<file path="src/rtl/exec_stage_mc_pkg.sv">
// params_proc: shared opcode encodings, control width and execute-stage
// FSM state encoding for the processor execute stage.
//
// No ports (package). Imported by exec_stage_mc and its testbench.
package params_proc;

  localparam int CTRL_WIDTH = 4;

  localparam logic [CTRL_WIDTH-1:0] OP_LW   = 4'd0;
  localparam logic [CTRL_WIDTH-1:0] OP_SW   = 4'd1;
  localparam logic [CTRL_WIDTH-1:0] OP_ADD  = 4'd2;
  localparam logic [CTRL_WIDTH-1:0] OP_SUB  = 4'd3;
  localparam logic [CTRL_WIDTH-1:0] OP_AND  = 4'd4;
  localparam logic [CTRL_WIDTH-1:0] OP_OR   = 4'd5;
  localparam logic [CTRL_WIDTH-1:0] OP_NOT  = 4'd6;
  localparam logic [CTRL_WIDTH-1:0] OP_CMP  = 4'd7;
  localparam logic [CTRL_WIDTH-1:0] OP_JR   = 4'd8;
  localparam logic [CTRL_WIDTH-1:0] OP_JPC  = 4'd9;
  localparam logic [CTRL_WIDTH-1:0] OP_RET  = 4'd10;
  localparam logic [CTRL_WIDTH-1:0] OP_CALL = 4'd11;
  localparam logic [CTRL_WIDTH-1:0] OP_BRFL = 4'd12;
  localparam logic [CTRL_WIDTH-1:0] OP_MUL  = 4'd13;
  localparam logic [CTRL_WIDTH-1:0] OP_DIV  = 4'd14;
  localparam logic [CTRL_WIDTH-1:0] OP_NOP  = 4'd15;

  typedef enum logic [1:0] {
    ST_IDLE = 2'd0,
    ST_BUSY = 2'd1,
    ST_HOLD = 2'd2
  } state_e;

  function automatic logic is_muldiv(input logic [CTRL_WIDTH-1:0] op);
    return (op == OP_MUL) || (op == OP_DIV);
  endfunction

endpackage

</file>
<file path="src/rtl/exec_muldiv.sv">
// exec_muldiv: iterative multiply / divide unit, one bit per clock.
//   MUL: shift-add on the raw two's-complement operands; the low WIDTH bits
//        of that product equal the low bits of the signed product.
//   DIV: restoring divide on operand magnitudes, sign applied at the end,
//        quotient truncated toward zero; divide by zero yields all ones.
//
// Ports:
//   clk, rst          clock, synchronous active-high reset (aborts operation)
//   start, is_div     launch an operation (MUL when is_div = 0)
//   a, b              operands (signed two's complement)
//   busy              operation in flight
//   done              high in the last busy cycle; result/div0 valid then
//   result, div0      result and divide-by-zero indication
module exec_muldiv #(
  parameter int WIDTH = 16
) (
  input  logic             clk,
  input  logic             rst,
  input  logic             start,
  input  logic             is_div,
  input  logic [WIDTH-1:0] a,
  input  logic [WIDTH-1:0] b,
  output logic             busy,
  output logic             done,
  output logic [WIDTH-1:0] result,
  output logic             div0
);

  localparam int CW = $clog2(WIDTH + 1);

  logic             busy_q, busy_d;
  logic [CW-1:0]    cnt_q, cnt_d;
  logic             is_div_q, is_div_d;
  logic             neg_q, neg_d;
  logic             zero_q, zero_d;
  // opa: multiplier (MUL) or dividend shifting out / quotient shifting in (DIV)
  logic [WIDTH-1:0] opa_q, opa_d;
  // opb: multiplicand (MUL) or divisor magnitude (DIV)
  logic [WIDTH-1:0] opb_q, opb_d;
  // acc: running product (MUL) or partial remainder (DIV)
  logic [WIDTH:0]   acc_q, acc_d;
  logic [WIDTH:0]   shifted;

  function automatic logic [WIDTH-1:0] magnitude(input logic [WIDTH-1:0] v);
    return v[WIDTH-1] ? -v : v;
  endfunction

  always_comb begin
    busy_d   = busy_q;
    cnt_d    = cnt_q;
    is_div_d = is_div_q;
    neg_d    = neg_q;
    zero_d   = zero_q;
    opa_d    = opa_q;
    opb_d    = opb_q;
    acc_d    = acc_q;
    shifted  = {acc_q[WIDTH-1:0], opa_q[WIDTH-1]};
    if (start) begin
      busy_d   = 1'b1;
      cnt_d    = CW'(WIDTH);
      is_div_d = is_div;
      neg_d    = a[WIDTH-1] ^ b[WIDTH-1];
      zero_d   = (b == '0);
      acc_d    = '0;
      opa_d    = is_div ? magnitude(a) : a;
      opb_d    = is_div ? magnitude(b) : b;
    end else if (busy_q) begin
      cnt_d = cnt_q - CW'(1);
      if (cnt_q == CW'(1)) begin
        busy_d = 1'b0;
      end
      if (is_div_q) begin
        if (shifted >= {1'b0, opb_q}) begin
          acc_d = shifted - {1'b0, opb_q};
          opa_d = {opa_q[WIDTH-2:0], 1'b1};
        end else begin
          acc_d = shifted;
          opa_d = {opa_q[WIDTH-2:0], 1'b0};
        end
      end else begin
        if (opa_q[0]) begin
          acc_d = {1'b0, acc_q[WIDTH-1:0] + opb_q};
        end
        opa_d = opa_q >> 1;
        opb_d = opb_q << 1;
      end
    end
  end

  // The result is taken from the next-state values so the final iteration
  // and the hand-off to the stage happen on the same clock edge.
  always_comb begin
    result = acc_d[WIDTH-1:0];
    if (is_div_q) begin
      if (zero_q) begin
        result = '1;
      end else begin
        result = neg_q ? -opa_d : opa_d;
      end
    end
  end

  assign busy = busy_q;
  assign done = busy_q && (cnt_q == CW'(1));
  assign div0 = done && is_div_q && zero_q;

  always_ff @(posedge clk) begin
    if (rst) begin
      busy_q   <= 1'b0;
      cnt_q    <= '0;
      is_div_q <= 1'b0;
      neg_q    <= 1'b0;
      zero_q   <= 1'b0;
      opa_q    <= '0;
      opb_q    <= '0;
      acc_q    <= '0;
    end else begin
      busy_q   <= busy_d;
      cnt_q    <= cnt_d;
      is_div_q <= is_div_d;
      neg_q    <= neg_d;
      zero_q   <= zero_d;
      opa_q    <= opa_d;
      opb_q    <= opb_d;
      acc_q    <= acc_d;
    end
  end

endmodule

</file>
<file path="src/rtl/exec_stage_mc.sv">
// exec_stage_mc: processor execute stage with valid/ready handshakes on both
// sides. Single-cycle ops produce a registered result one cycle after accept;
// MUL/DIV run in exec_muldiv and take DATA_WIDTH+1 cycles.
//
// Configuration macro: EXEC_MULDIV_EN
//   defined   -> exec_muldiv instantiated, multi-cycle MUL/DIV
//   undefined -> MUL/DIV complete in one cycle with data = 0, div0 = 0
//
// Ports:
//   clk_in, RST            clock, synchronous active-high reset
//   valid_in / ready_out   upstream handshake
//   ctrl_in, pc_in         opcode and instruction PC
//   A_addr, B_addr         source register indices
//   A, B, imm              signed operands and immediate
//   valid_out / ready_in   downstream handshake
//   pc_chg, pc_out         fetch redirect and target
//   data, addr, reg_addr   result/store data, memory address, destination
//   ctrl_out               forwarded opcode
//   done                   valid_out && ready_in
//   div0                   DIV by zero, registered with the result
module exec_stage_mc
  import params_proc::*;
#(
  parameter int DATA_WIDTH     = 16,
  parameter int PC_WIDTH       = 16,
  parameter int MEM_WIDTH      = 16,
  parameter int REG_ADDR_WIDTH = 5
) (
  input  logic                         clk_in,
  input  logic                         RST,
  input  logic                         valid_in,
  output logic                         ready_out,
  input  logic [CTRL_WIDTH-1:0]        ctrl_in,
  input  logic [PC_WIDTH-1:0]          pc_in,
  input  logic [REG_ADDR_WIDTH-1:0]    A_addr,
  input  logic [REG_ADDR_WIDTH-1:0]    B_addr,
  input  logic signed [DATA_WIDTH-1:0] A,
  input  logic signed [DATA_WIDTH-1:0] B,
  input  logic signed [DATA_WIDTH-1:0] imm,
  output logic                         valid_out,
  input  logic                         ready_in,
  output logic                         pc_chg,
  output logic [PC_WIDTH-1:0]          pc_out,
  output logic [DATA_WIDTH-1:0]        data,
  output logic [MEM_WIDTH-1:0]         addr,
  output logic [REG_ADDR_WIDTH-1:0]    reg_addr,
  output logic [CTRL_WIDTH-1:0]        ctrl_out,
  output logic                         done,
  output logic                         div0
);

  state_e                      state_q, state_d;
  logic                        z_q, z_d, lt_q, lt_d;
  logic                        pc_chg_q, pc_chg_d;
  logic                        div0_q, div0_d;
  logic [PC_WIDTH-1:0]         pc_out_q, pc_out_d;
  logic [DATA_WIDTH-1:0]       data_q, data_d;
  logic [MEM_WIDTH-1:0]        addr_q, addr_d;
  logic [REG_ADDR_WIDTH-1:0]   reg_addr_q, reg_addr_d;
  logic [CTRL_WIDTH-1:0]       ctrl_q, ctrl_d;

  logic                        accept;
  logic                        flag_sel;
  logic [DATA_WIDTH-1:0]       eff_addr;
  logic                        mdu_busy, mdu_done, mdu_div0;
  logic [DATA_WIDTH-1:0]       mdu_result;

`ifdef EXEC_MULDIV_EN
  localparam bit MULDIV_EN = 1'b1;
  logic mdu_start;

  assign mdu_start = accept && is_muldiv(ctrl_in);

  exec_muldiv #(
    .WIDTH (DATA_WIDTH)
  ) u_muldiv (
    .clk    (clk_in),
    .rst    (RST),
    .start  (mdu_start),
    .is_div (ctrl_in == OP_DIV),
    .a      (A),
    .b      (B),
    .busy   (mdu_busy),
    .done   (mdu_done),
    .result (mdu_result),
    .div0   (mdu_div0)
  );
`else
  localparam bit MULDIV_EN = 1'b0;

  assign mdu_busy   = 1'b0;
  assign mdu_done   = 1'b0;
  assign mdu_result = '0;
  assign mdu_div0   = 1'b0;
`endif

  // Reset forces ready_out low combinationally so nothing is accepted in the
  // reset cycle; the mdu_busy term keeps a running unit from being restarted.
  assign ready_out = !RST && !mdu_busy &&
                     ((state_q == ST_IDLE) || ((state_q == ST_HOLD) && ready_in));
  assign accept    = valid_in && ready_out;
  assign eff_addr  = A + imm;
  // BRFL reads the registered flags, so a CMP accepted on the previous edge
  // is already visible.
  assign flag_sel  = imm[0] ? lt_q : z_q;

  always_comb begin
    state_d    = state_q;
    z_d        = z_q;
    lt_d       = lt_q;
    pc_chg_d   = pc_chg_q;
    pc_out_d   = pc_out_q;
    data_d     = data_q;
    addr_d     = addr_q;
    reg_addr_d = reg_addr_q;
    ctrl_d     = ctrl_q;
    div0_d     = div0_q;

    case (state_q)
      ST_BUSY: begin
        if (mdu_done) begin
          data_d  = mdu_result;
          div0_d  = mdu_div0;
          state_d = ST_HOLD;
        end
      end
      ST_HOLD: begin
        if (ready_in) begin
          state_d = ST_IDLE;
        end
      end
      default: ;
    endcase

    // A new accept overrides the HOLD->IDLE move above.
    if (accept) begin
      state_d    = ST_HOLD;
      ctrl_d     = ctrl_in;
      pc_chg_d   = 1'b0;
      pc_out_d   = '0;
      data_d     = '0;
      addr_d     = '0;
      reg_addr_d = '0;
      div0_d     = 1'b0;
      case (ctrl_in)
        OP_LW: begin
          addr_d     = MEM_WIDTH'(eff_addr);
          reg_addr_d = B_addr;
        end
        OP_SW: begin
          addr_d = MEM_WIDTH'(eff_addr);
          data_d = B;
        end
        OP_ADD: begin data_d = A + B;  reg_addr_d = A_addr; end
        OP_SUB: begin data_d = A - B;  reg_addr_d = A_addr; end
        OP_AND: begin data_d = A & B;  reg_addr_d = A_addr; end
        OP_OR:  begin data_d = A | B;  reg_addr_d = A_addr; end
        OP_NOT: begin data_d = ~A;     reg_addr_d = A_addr; end
        OP_CMP: begin
          z_d  = (A == B);
          lt_d = (A < B);
        end
        OP_JR, OP_RET: begin
          pc_chg_d = 1'b1;
          pc_out_d = PC_WIDTH'(A);
        end
        OP_JPC: begin
          pc_chg_d = 1'b1;
          pc_out_d = pc_in + PC_WIDTH'(imm);
        end
        OP_CALL: begin
          pc_chg_d   = 1'b1;
          pc_out_d   = PC_WIDTH'(A);
          data_d     = DATA_WIDTH'(pc_in + PC_WIDTH'(1));
          reg_addr_d = A_addr;
        end
        OP_BRFL: begin
          if (flag_sel == B[0]) begin
            pc_chg_d = 1'b1;
            pc_out_d = PC_WIDTH'(A);
          end
        end
        OP_MUL, OP_DIV: begin
          reg_addr_d = A_addr;
          if (MULDIV_EN) begin
            state_d = ST_BUSY;
          end
        end
        default: ;
      endcase
    end
  end

  always_ff @(posedge clk_in) begin
    if (RST) begin
      state_q    <= ST_IDLE;
      z_q        <= 1'b0;
      lt_q       <= 1'b0;
      pc_chg_q   <= 1'b0;
      pc_out_q   <= '0;
      data_q     <= '0;
      addr_q     <= '0;
      reg_addr_q <= '0;
      ctrl_q     <= '0;
      div0_q     <= 1'b0;
    end else begin
      state_q    <= state_d;
      z_q        <= z_d;
      lt_q       <= lt_d;
      pc_chg_q   <= pc_chg_d;
      pc_out_q   <= pc_out_d;
      data_q     <= data_d;
      addr_q     <= addr_d;
      reg_addr_q <= reg_addr_d;
      ctrl_q     <= ctrl_d;
      div0_q     <= div0_d;
    end
  end

  assign valid_out = (state_q == ST_HOLD);
  assign done      = valid_out && ready_in;
  assign pc_chg    = pc_chg_q;
  assign pc_out    = pc_out_q;
  assign data      = data_q;
  assign addr      = addr_q;
  assign reg_addr  = reg_addr_q;
  assign ctrl_out  = ctrl_q;
  assign div0      = div0_q;

endmodule
</file>
<file path="config.mk">
export PLATFORM = sky130hd
export DESIGN_NAME = exec_stage_mc
export DESIGN_NICKNAME = d
export VERILOG_FILES = /design/src/rtl/exec_stage_mc_pkg.sv /design/src/rtl/exec_muldiv.sv /design/src/rtl/exec_stage_mc.sv
export SDC_FILE = /design/constraint.sdc
export NUM_CORES = 1
export LEC_CHECK = 0
export BUFFER_PORTS_ARGS = -buffer_cell sky130_fd_sc_hd__buf_4
export CAP_MARGIN = 15
export CORE_ASPECT_RATIO = 1.1
export CORE_MARGIN = 2
export CORE_UTILIZATION = 35
export CTS_BUF_LIST = sky130_fd_sc_hd__clkbuf_4 sky130_fd_sc_hd__clkbuf_8
export CTS_CLUSTER_SIZE = 40
export DETAILED_ROUTE_END_ITERATION = 12
export GPL_ROUTABILITY_DRIVEN = 0
export PLACE_DENSITY = 0.64
export SLEW_MARGIN = 30
export SYNTH_ARGS = -nofsm -noshare
export SYNTH_HDL_FRONTEND = slang
export SYNTH_SLANG_ARGS = --single-unit
</file>
<file path="constraint.sdc">
create_clock -name clk_in -period 2.65 [get_ports clk_in]
set_clock_uncertainty 0.05 [all_clocks]
set_input_delay 0.53 -clock clk_in [delete_from_list [all_inputs] [get_ports clk_in]]
set_output_delay 0.53 -clock clk_in [all_outputs]
set_load 0.03 [all_outputs]
</file>
* Yosys cells after proc, flatten, opt, wreduce, memory -nomap -nowiden
Index checks and enable logic that the tools add are counted.
** Operators by class
- Add/subtract/negate cells :: 5
- Order comparisons :: 1
- Equality and inequality tests :: 16
- Muxes and demuxes :: 11
- Bitwise gates (word level) :: 3
- Reductions and logical operators :: 15
** Operators with widths (count)
- one-hot mux 16 bit (7 select lines) :: 1
- adder 16 bit :: 3
- one-hot mux 16 bit (3 select lines) :: 1
- 2-to-1 mux 16 bit :: 2
- == test 4 bit, second input constant :: 7
- adder 16 x 1 -> 16 bit, second input constant :: 1
- bitwise AND 16 bit :: 1
- == test 16 bit :: 1
- == test 4 x 3 -> 1 bit, second input constant :: 4
- less-than comparator 16 bit :: 1
- NOT 16 bit :: 1
- OR 16 bit :: 1
- subtractor 16 bit :: 1
- one-hot mux 5 bit (2 select lines) :: 1
- == test 4 x 2 -> 1 bit, second input constant :: 2
- OR reduction 8 bit :: 1
- 2-to-1 mux 2 bit :: 3
- == test 4 x 1 -> 1 bit, second input constant :: 1
- logical NOT 4 bit :: 1
- AND reduction 2 bit :: 2
- nonzero test 2 bit :: 2
- OR reduction 4 bit :: 1
- logical AND 1 bit :: 3
- OR reduction 3 bit :: 1
- other kinds (7) :: 8
** Word-level totals
- Bits in registers :: 61
- Bits of input ports :: 82
- Output and inout port bits :: 62

* Depth between registers and ports, before layout
Gate-level depths: netlist of the first run.
- Word-level depth :: 6
- Mapped depth :: 11

* Worst setup path before layout of the first run
Ideal clock, no wire load.
- Kind :: input to register
- Start point :: in A[0]
- End point :: reg data_q[14], in the netlist data[14]
- Arrival :: 2.672 ns
- Path slack :: -0.187 ns
- Stages on the path :: 11
- Buffers on the path :: 0
- Cells stage by stage :: inv_1 -> ha_1 -> fa_1 -> o21ba_1 -> o21bai_1 -> a211oi_2 -> o221a_2 -> o21bai_1 -> a211oi_1 -> nor4b_1 -> and3b_1
** On the way
- Cells in the longest elaborated chain, start to end :: 2
- Elaborated cells on any way between the ends :: 3
** Ends and longest elaborated chain
- start: declaration :: RTL line exec_stage_mc.sv:37 : input logic signed [DATA_WIDTH-1:0] A,
- subtractor 16 bit / adder 16 bit (equally long branches) :: RTL line exec_stage_mc.sv:155, exec_stage_mc.sv:154
- one-hot mux 16 bit (7 select lines) * :: RTL line exec_stage_mc.sv:145 : case (ctrl_in)
- end signal: assignment :: RTL line exec_stage_mc.sv:212 : data_q <= data_d;
- end: declaration :: RTL line exec_stage_mc.sv:57 : logic [DATA_WIDTH-1:0] data_q, data_d;
Mark *: on every way between the ends. The rest lies on a longest branch, timed or not.
A chain may end at the register's enable or synchronous reset.

* Worst setup path after layout of the first run
- Start point :: in A[1]
- End point :: reg data_q[13], in the netlist data[13]
Same word-level chain as after synthesis.

==> results.py, run 1 <==
metrics = {
    "status": {
        "outcome": "finished, final reports clean",
    },
    "clock_network": {
        "numCtsBuffers": 9,
        "clock_path_buffers": 2,
        "ctsHtreeMaxLevel": 3,
        "clkSlewWorstSetupHoldPaths_ns": 0.08,
        "clk_latency_ns": 0.38,
        "cts_tree": "done",
        "cts-root-buf": "clkbuf_8",
        "cts.sinks": 61,
        "cts.hold.buffers_added": 0,
    },
    "critical_path": {
        "critPathLaunchType": "primary input",
        "cp-end-kind": "register",
        "worstSetupPathType": "primary input to register",
        "crit_fanout": 4,
        "r2r_setup_slack_ns": 0.67,
        "r2r_end": "data[9]",
        "rr_worst_depth": 8,
        "crit_arrival_ns": 2.77,
        "r2r_start": "state_q[1]",
        "required_ns": 2.88,
    },
    "die": {
        "io_pins": 144,
        "num_rows": 51,
        "die_h_um": 145.4,
        "start_util": 0.3585,
        "fp.coreArea_um2": 17740,
        "die_area_um2": 19270,
        "fp.dieW_um": 132.5,
    },
    "sta": {
        "timing.final.max_slew_violations": 0,
        "max_freq_ghz": 0.3939,
        "tightest_slew_ns": 0.6934,
        "finalSetupViolCount": 0,
        "layout_min_cycle_time_ns": 2.539,
        "finalHoldViolCount": 0,
        "maxSlewHeadroom": 0.5362,
        "grt_setup_unrepaired": "false",
        "finalCritPeriodShare": 0.9581,
    },
    "flow_run": {
        "cap_violations": 0,
    },
    "layout": {
        "nNetsFinal": 1230,
        "synthToLayoutAreaGrowth_pct": 36.91,
        "layout-drive-gt1-share": 0.2816,
        "nFillCells": 1823,
        "num_antenna_cells": 0,
        "fin_cells": 1307,
    },
    "global_routing": {
        "overflow": 0,
        "grt_pass1_wl_um": 36690,
        "grt_start_max_net_pins": 39,
        "track_usage": 0.2394,
        "grt_pass1_vias": 6895,
        "antenna_found_initial": 0,
    },
    "drt": {
        "drt-initial-drc-count": 525,
        "drt-total-wl_um": 23340,
        "num_vias": 7274,
        "ant_nets": 0,
        "drt_first_pass_iters": 5,
        "drc": 0,
        "routedWlPerCell_um": 17.86,
        "viasPerCell": 5.565,
    },
    "synthesis": {
        "async_flop_share": 0,
        "synth_edf_count": 0,
        "ys_ff_latch": 61,
        "synth_ff_type": "dfxtp_1",
        "netlist_instances": 839,
        "yosysTopAreaCell": "dfxtp_1",
        "synthTopCellsByCount": "nor2_1, ha_1, a21oi_1",
        "synth_cell_type_count": 71,
        "netlist.area_leader.share": 0.1920,
        "synth_area_um2": 6360,
        "synthTopCellsByArea": "dfxtp_1, ha_1, nor2_1, a21oi_1, xnor2_1",
        "yosysSeqAreaShare": 0.1920,
        "syn_nets": 1005,
        "yosys_warnings": 0,
        "synth.avg_cell_area_um2": 7.580,
        "yosysMostFrequentCell": "nor2_1",
    },
    "min_path": {
        "hp-class": "primary input to register",
        "min_to": "state_q[1]",
        "hold_depth": 3,
        "min_from": "valid_in",
    },
    "placed_design": {
        "io_buffer_count": 142,
        "place_inst": 1290,
        "dpl.hpwl_um": 18630,
    },
    "power_and_ir_drop": {
        "ir_drop_uv": 260.2,
        "p_leak_nw": 3.931,
        "power_density_nw_per_um2": 373.3,
        "design_power_total_mw": 3.250,
    },
}
-- worst max-delay path by stage --
| stage | start | cells past startpoint | endpoint | slack, ns |
|---|---|---|---|---|
| 6_report | A[1] | 11 | data[13] | 0.11 |
| 4_1_cts | A[1] | 11 | data[13] | 0.11 |
| 5_1_grt | B[3] | 11 | data[13] | 0.00008 |
| 3_5_place_dp | A[0] | 11 | data[14] | -0.29 |
| 2_1_floorplan | A[0] | 11 | data[14] | 0.0002 |
| 3_3_place_gp | A[0] | 11 | data[14] | -0.25 |
-- final cells by class --
cell class | instances | area [µm²] | share of cell area
clock inverters | 7 | 75.07 | 0.008622
well taps | 238 | 297.8 | 0.03420
repair buffers | 250 | 1914 | 0.2199
multi-input cells | 685 | 4857 | 0.5578
inverters | 57 | 217.7 | 0.02500
clock buffers | 9 | 123.9 | 0.01423
flip-flops and latches | 61 | 1221 | 0.1402
-- sequential cells by signal, indices dropped and copies added, names as in the netlist --
register  flops
ctrl_out      4
data         16
pc_chg        1
pc_out       16
lt_q          1
addr         16
reg_addr      5
z_q           1
state_q       1
-- per-layer routing --
layer,up-vias,share of wire,GRT usage
li1,3533,-,-
met1,3392,0.44,0.3172
met4,0,0.037,0.1022
met2,298,0.45,0.3863
met5,-,0,0
met3,51,0.070,0.03727
-- cells by family (layout without fill, tap and decap cells) --
| kind of cell | count (synthesis) | in the layout | synth area share |
|---|---|---|---|
| other | 1 | 1 | 0.0005896 |
| muxes | 15 | 15 | 0.02538 |
| AOI/OAI and AO/OA | 273 | 273 | 0.2959 |
| DFF | 61 | 61 | 0.1920 |
| adders and majority gates | 84 | 84 | 0.1700 |
| xor gates and xnor gates | 45 | 45 | 0.06197 |
| buffers and inverters | 93 | 323 | 0.05745 |
| and+or+nand+nor | 267 | 267 | 0.1967 |
-- per-stage QoR --
step / area, µm² / util / TNS, ns / setup WS [ns] / hold slack, ns
finish: 8707 / 0.4908 / 0 / 0.1111 / 0.3337
global route: 8707 / 0.4908 / 0 / 0.00007905 / 0.3424
CTS: 8630 / 0.4865 / 0 / 0.1056 / 0.3244
detailed placement: 8431 / 0.4752 / -2.563 / -0.2910 / 0.3961
global placement: 8424 / 0.4749 / -2.036 / -0.2476 / 0.3931
floorplan: 6369 / - / 0 / 0.0002354 / 0.3955
-- what timing repair did --
action                     CTS  global route
setup endpoints to repair    0             5
resized for setup            0            12
buffers inserted             0             1
-- cell usage in the layout, fill, tap and decap left out, types with 5 or more instances in the layout --
cell      instances
buf_4           247
nor2_1           95
ha_1             77
a21oi_1          66
dfxtp_1          61
inv_1            54
nand2_1          54
xnor2_1          34
a22oi_1          34
nand3_1          29
o21ai_1          24
nor3_1           24
o21ai_0          22
a211oi_1         12
a221oi_1         12
nor2b_1          11
xor2_1           11
nand2b_1         10
a21o_1           10
o22ai_1          10
a22o_1           10
clkbuf_8          9
mux2_2            8
o221ai_1          8
o211ai_1          7
a31oi_1           7
o21bai_1          7
nand4_1           7
mux2i_1           6
and2_1            5
and3_1            5
a222oi_1          5
-- where the power goes --
part	internal [mW]	leakage, nW	switching [mW]	total (mW)
clock network	0.437	0.0918	0.461	0.898
registers	0.946	0.495	0.0184	0.964
logic	0.629	3.34	0.759	1.39
-- critical path, cell delays in order --
cell and delay [ns]:
buf_12 0.09, clkinvlp_4 0.14, ha_4 0.32, o21bai_4 0.07, a2111oi_4 0.37, o31ai_2 0.15
a211oi_2 0.31, o31ai_1 0.14, xnor2_1 0.18, o221ai_1 0.15, a221o_1 0.31
Power figures use the tool's default switching activity.
==> run 2: changes to the inputs <==
Settings changed: ABC_AREA set to 1, PLACE_DENSITY 0.64 to 0.63.
==> run 2 against run 1 <==
Combinational power decreased by 8%. Global-route usage shrank 0.95 points. Utilization is 6.1 points lower. Maximum frequency increased by 18%.
==> results.py, run 2 <==
metrics = {
    "status": {
        "outcome": "finished, final reports clean",
    },
    "power_and_ir_drop": {
        "power_density_nw_per_um2": 347.2,
        "design_power_total_mw": 3.051,
        "ir_drop_uv": 237.3,
        "p_leak_nw": 4.552,
    },
    "critical_path": {
        "crit_fanout": 4,
        "cp-end-kind": "register",
        "cp.depth": 14,
        "crit_arrival_ns": 2.41,
        "critPathLaunchType": "primary input",
        "worstSetupPathType": "primary input to register",
        "cp_num_buf_inv": 1,
        "crit_family": "simple AND/OR/NAND/NOR gates",
        "crit_top_cell": "nand2_1",
        "max_stage_delay_ns": 0.43,
        "required_ns": 2.90,
        "rr_worst_depth": 11,
        "crit_path_top_delay_cell": "fa_1",
        "path_cells": "buf_4, ha_1, fa_1, nand3_1, nand3_1, nand2_1, nand2_1, nand2_1, nand2_1, nand2_1, nand3_1, nand3_1, nand2_1, a21oi_1",
    },
    "global_routing": {
        "antenna_found_initial": 0,
        "grt_start_max_net_pins": 52,
        "track_usage": 0.2299,
        "grt_pass1_vias": 7862,
        "overflow": 0,
        "grt_pass1_wl_um": 39650,
    },
    "synthesis": {
        "netlist_instances": 1231,
        "synthTopCellsByCount": "nand2_1, inv_1, a21oi_1",
        "synth_edf_count": 0,
        "synth_cell_type_count": 46,
        "syn_nets": 1397,
        "yosysTopAreaCell": "nand2_1",
        "ys_ff_latch": 61,
        "yosysSeqAreaShare": 0.1688,
        "async_flop_share": 0,
        "yosys_warnings": 0,
        "yosysMostFrequentCell": "nand2_1",
        "synth_ff_type": "dfxtp_1",
        "synthTopCellsByArea": "nand2_1, dfxtp_1, ha_1, inv_1, a21oi_1",
        "synth_area_um2": 7236,
        "synth.avg_cell_area_um2": 5.878,
        "netlist.area_leader.share": 0.1935,
    },
    "clock_network": {
        "numCtsBuffers": 9,
        "clock_path_buffers": 2,
        "clk_latency_ns": 0.37,
        "cts.sinks": 61,
        "ctsHtreeMaxLevel": 3,
        "cts.hold.buffers_added": 0,
        "cts_setup_buffers": 0,
        "clkSlewWorstSetupHoldPaths_ns": 0.08,
        "cts_resized": 0,
        "cts-root-buf": "clkbuf_8",
        "cts_tree": "done",
    },
    "layout": {
        "nFillCells": 2242,
        "layout_common_cells": "nand2_1, inv_1, buf_4",
        "layout-drive-gt1-share": 0.1626,
        "nNetsFinal": 1539,
        "num_antenna_cells": 0,
        "synthToLayoutAreaGrowth_pct": 21.46,
        "mostFrequentLayoutCell": "nand2_1",
    },
    "die": {
        "die_area_um2": 21840,
        "num_rows": 55,
        "io_pins": 144,
        "fp.dieW_um": 141.1,
        "start_util": 0.3540,
        "die_h_um": 154.8,
        "fp.coreArea_um2": 20440,
    },
    "min_path": {
        "hold_depth": 3,
        "hp-class": "primary input to register",
    },
    "drt": {
        "drt-initial-drc-count": 537,
        "drc": 0,
        "drt_first_pass_iters": 5,
        "routedWlPerCell_um": 15.58,
        "drt-total-wl_um": 25460,
        "num_vias": 8343,
        "ant_nets": 0,
        "viasPerCell": 5.106,
    },
    "sta": {
        "maxSlewHeadroom": 0.5975,
        "finalSetupViolCount": 0,
        "finalCritPeriodShare": 0.8137,
        "finalHoldViolCount": 0,
        "tns_ns": 0,
        "max_freq_ghz": 0.4637,
        "tightest_slew_ns": 0.5992,
        "grt_setup_unrepaired": "false",
        "layout_min_cycle_time_ns": 2.156,
        "timing.final.max_slew_violations": 0,
    },
    "placed_design": {
        "io_buffer_count": 142,
        "dpl.hpwl_um": 20780,
    },
    "flow_run": {
        "cap_violations": 0,
    },
}
[run 2: cell types whose count changed in the layout (fill, tap and decap cells not counted), moves of 21 or more]
| cell | previous run | this run |
|---|---|---|
| a21oi_1 | 66 | 111 |
| a22oi_1 | 34 | 0 |
| buf_4 | 247 | 165 |
| inv_1 | 54 | 173 |
| nand2_1 | 54 | 372 |
| nand3_1 | 29 | 104 |
| o21ai_0 | 22 | 43 |
| xnor2_1 | 34 | 3 |
[run 2: per-layer routing]
layer,track usage,part of all wire,vias to the layer above
li1,-,-,4254
met1,0.2984,0.45,3755
met2,0.3844,0.46,282
met3,0.03282,0.053,52
met4,0.09000,0.032,0
met5,0,0,-
[run 2: kinds of logic (layout without fill, tap and decap cells)]
logic type / after synthesis / in the layout / share of synthesized area
buf+inv: 217 / 364 / 0.1200
xor+xnor: 9 / 9 / 0.01089
flops: 61 / 61 / 0.1688
fa+ha+maj: 84 / 84 / 0.1494
compound gates: 219 / 219 / 0.1714
other cells: 1 / 1 / 0.0005183
simple gates: 640 / 640 / 0.3790
[run 2: cell type report]
type,instances,area (µm²),share of cell area
Sequential cell,61,1221,0.1390
Tap cell,256,320.3,0.03645
Clock inverter,7,48.80,0.005552
Timing Repair Buffer,165,1239,0.1409
Clock buffer,9,123.9,0.01409
Inverter,183,686.9,0.07816
Multi-Input combinational cell,953,5149,0.5858
[run 2: stage by stage]
stage	util	cell area (µm²)	hold WS, ns	setup WS (ns)	cells
floorplan	-	7236	0.4543	0.4495	1231
global placement	0.4215	8616	0.4042	0.1361	1618
detailed placement	0.4215	8616	0.4060	0.1126	1618
CTS	0.4300	8788	0.3149	0.5085	1634
global route	0.4300	8788	0.3481	0.2728	1634
finish	0.4300	8788	0.3252	0.4936	1634
[run 2: worst register-to-register path: cells and delay by family, from the launching register on]
family,cells,cell delay [ns]
XOR/XNOR,1,0.20
flip-flops,1,0.33
buffers and inverters,2,0.15
AO/OA/AOI/OAI,3,0.43
AND/OR/NAND/NOR,5,0.73
[run 2: power by group]
group          leakage (nW)  total, mW  switching [mW]  internal [mW]
sequential            0.494      0.959          0.0153          0.944
clock                0.0898      0.808           0.466          0.342
combinational          3.97       1.28           0.822          0.462
[run 2: final timing paths]
path	start	slack (ns)	end
setup / recovery	A[0]	0.49	data[10]
hold / removal	valid_in	0.33	state_q[1]
setup reg to reg	z_q	0.69	pc_out[12]
hold reg to reg	data[13]	0.41	data[13]
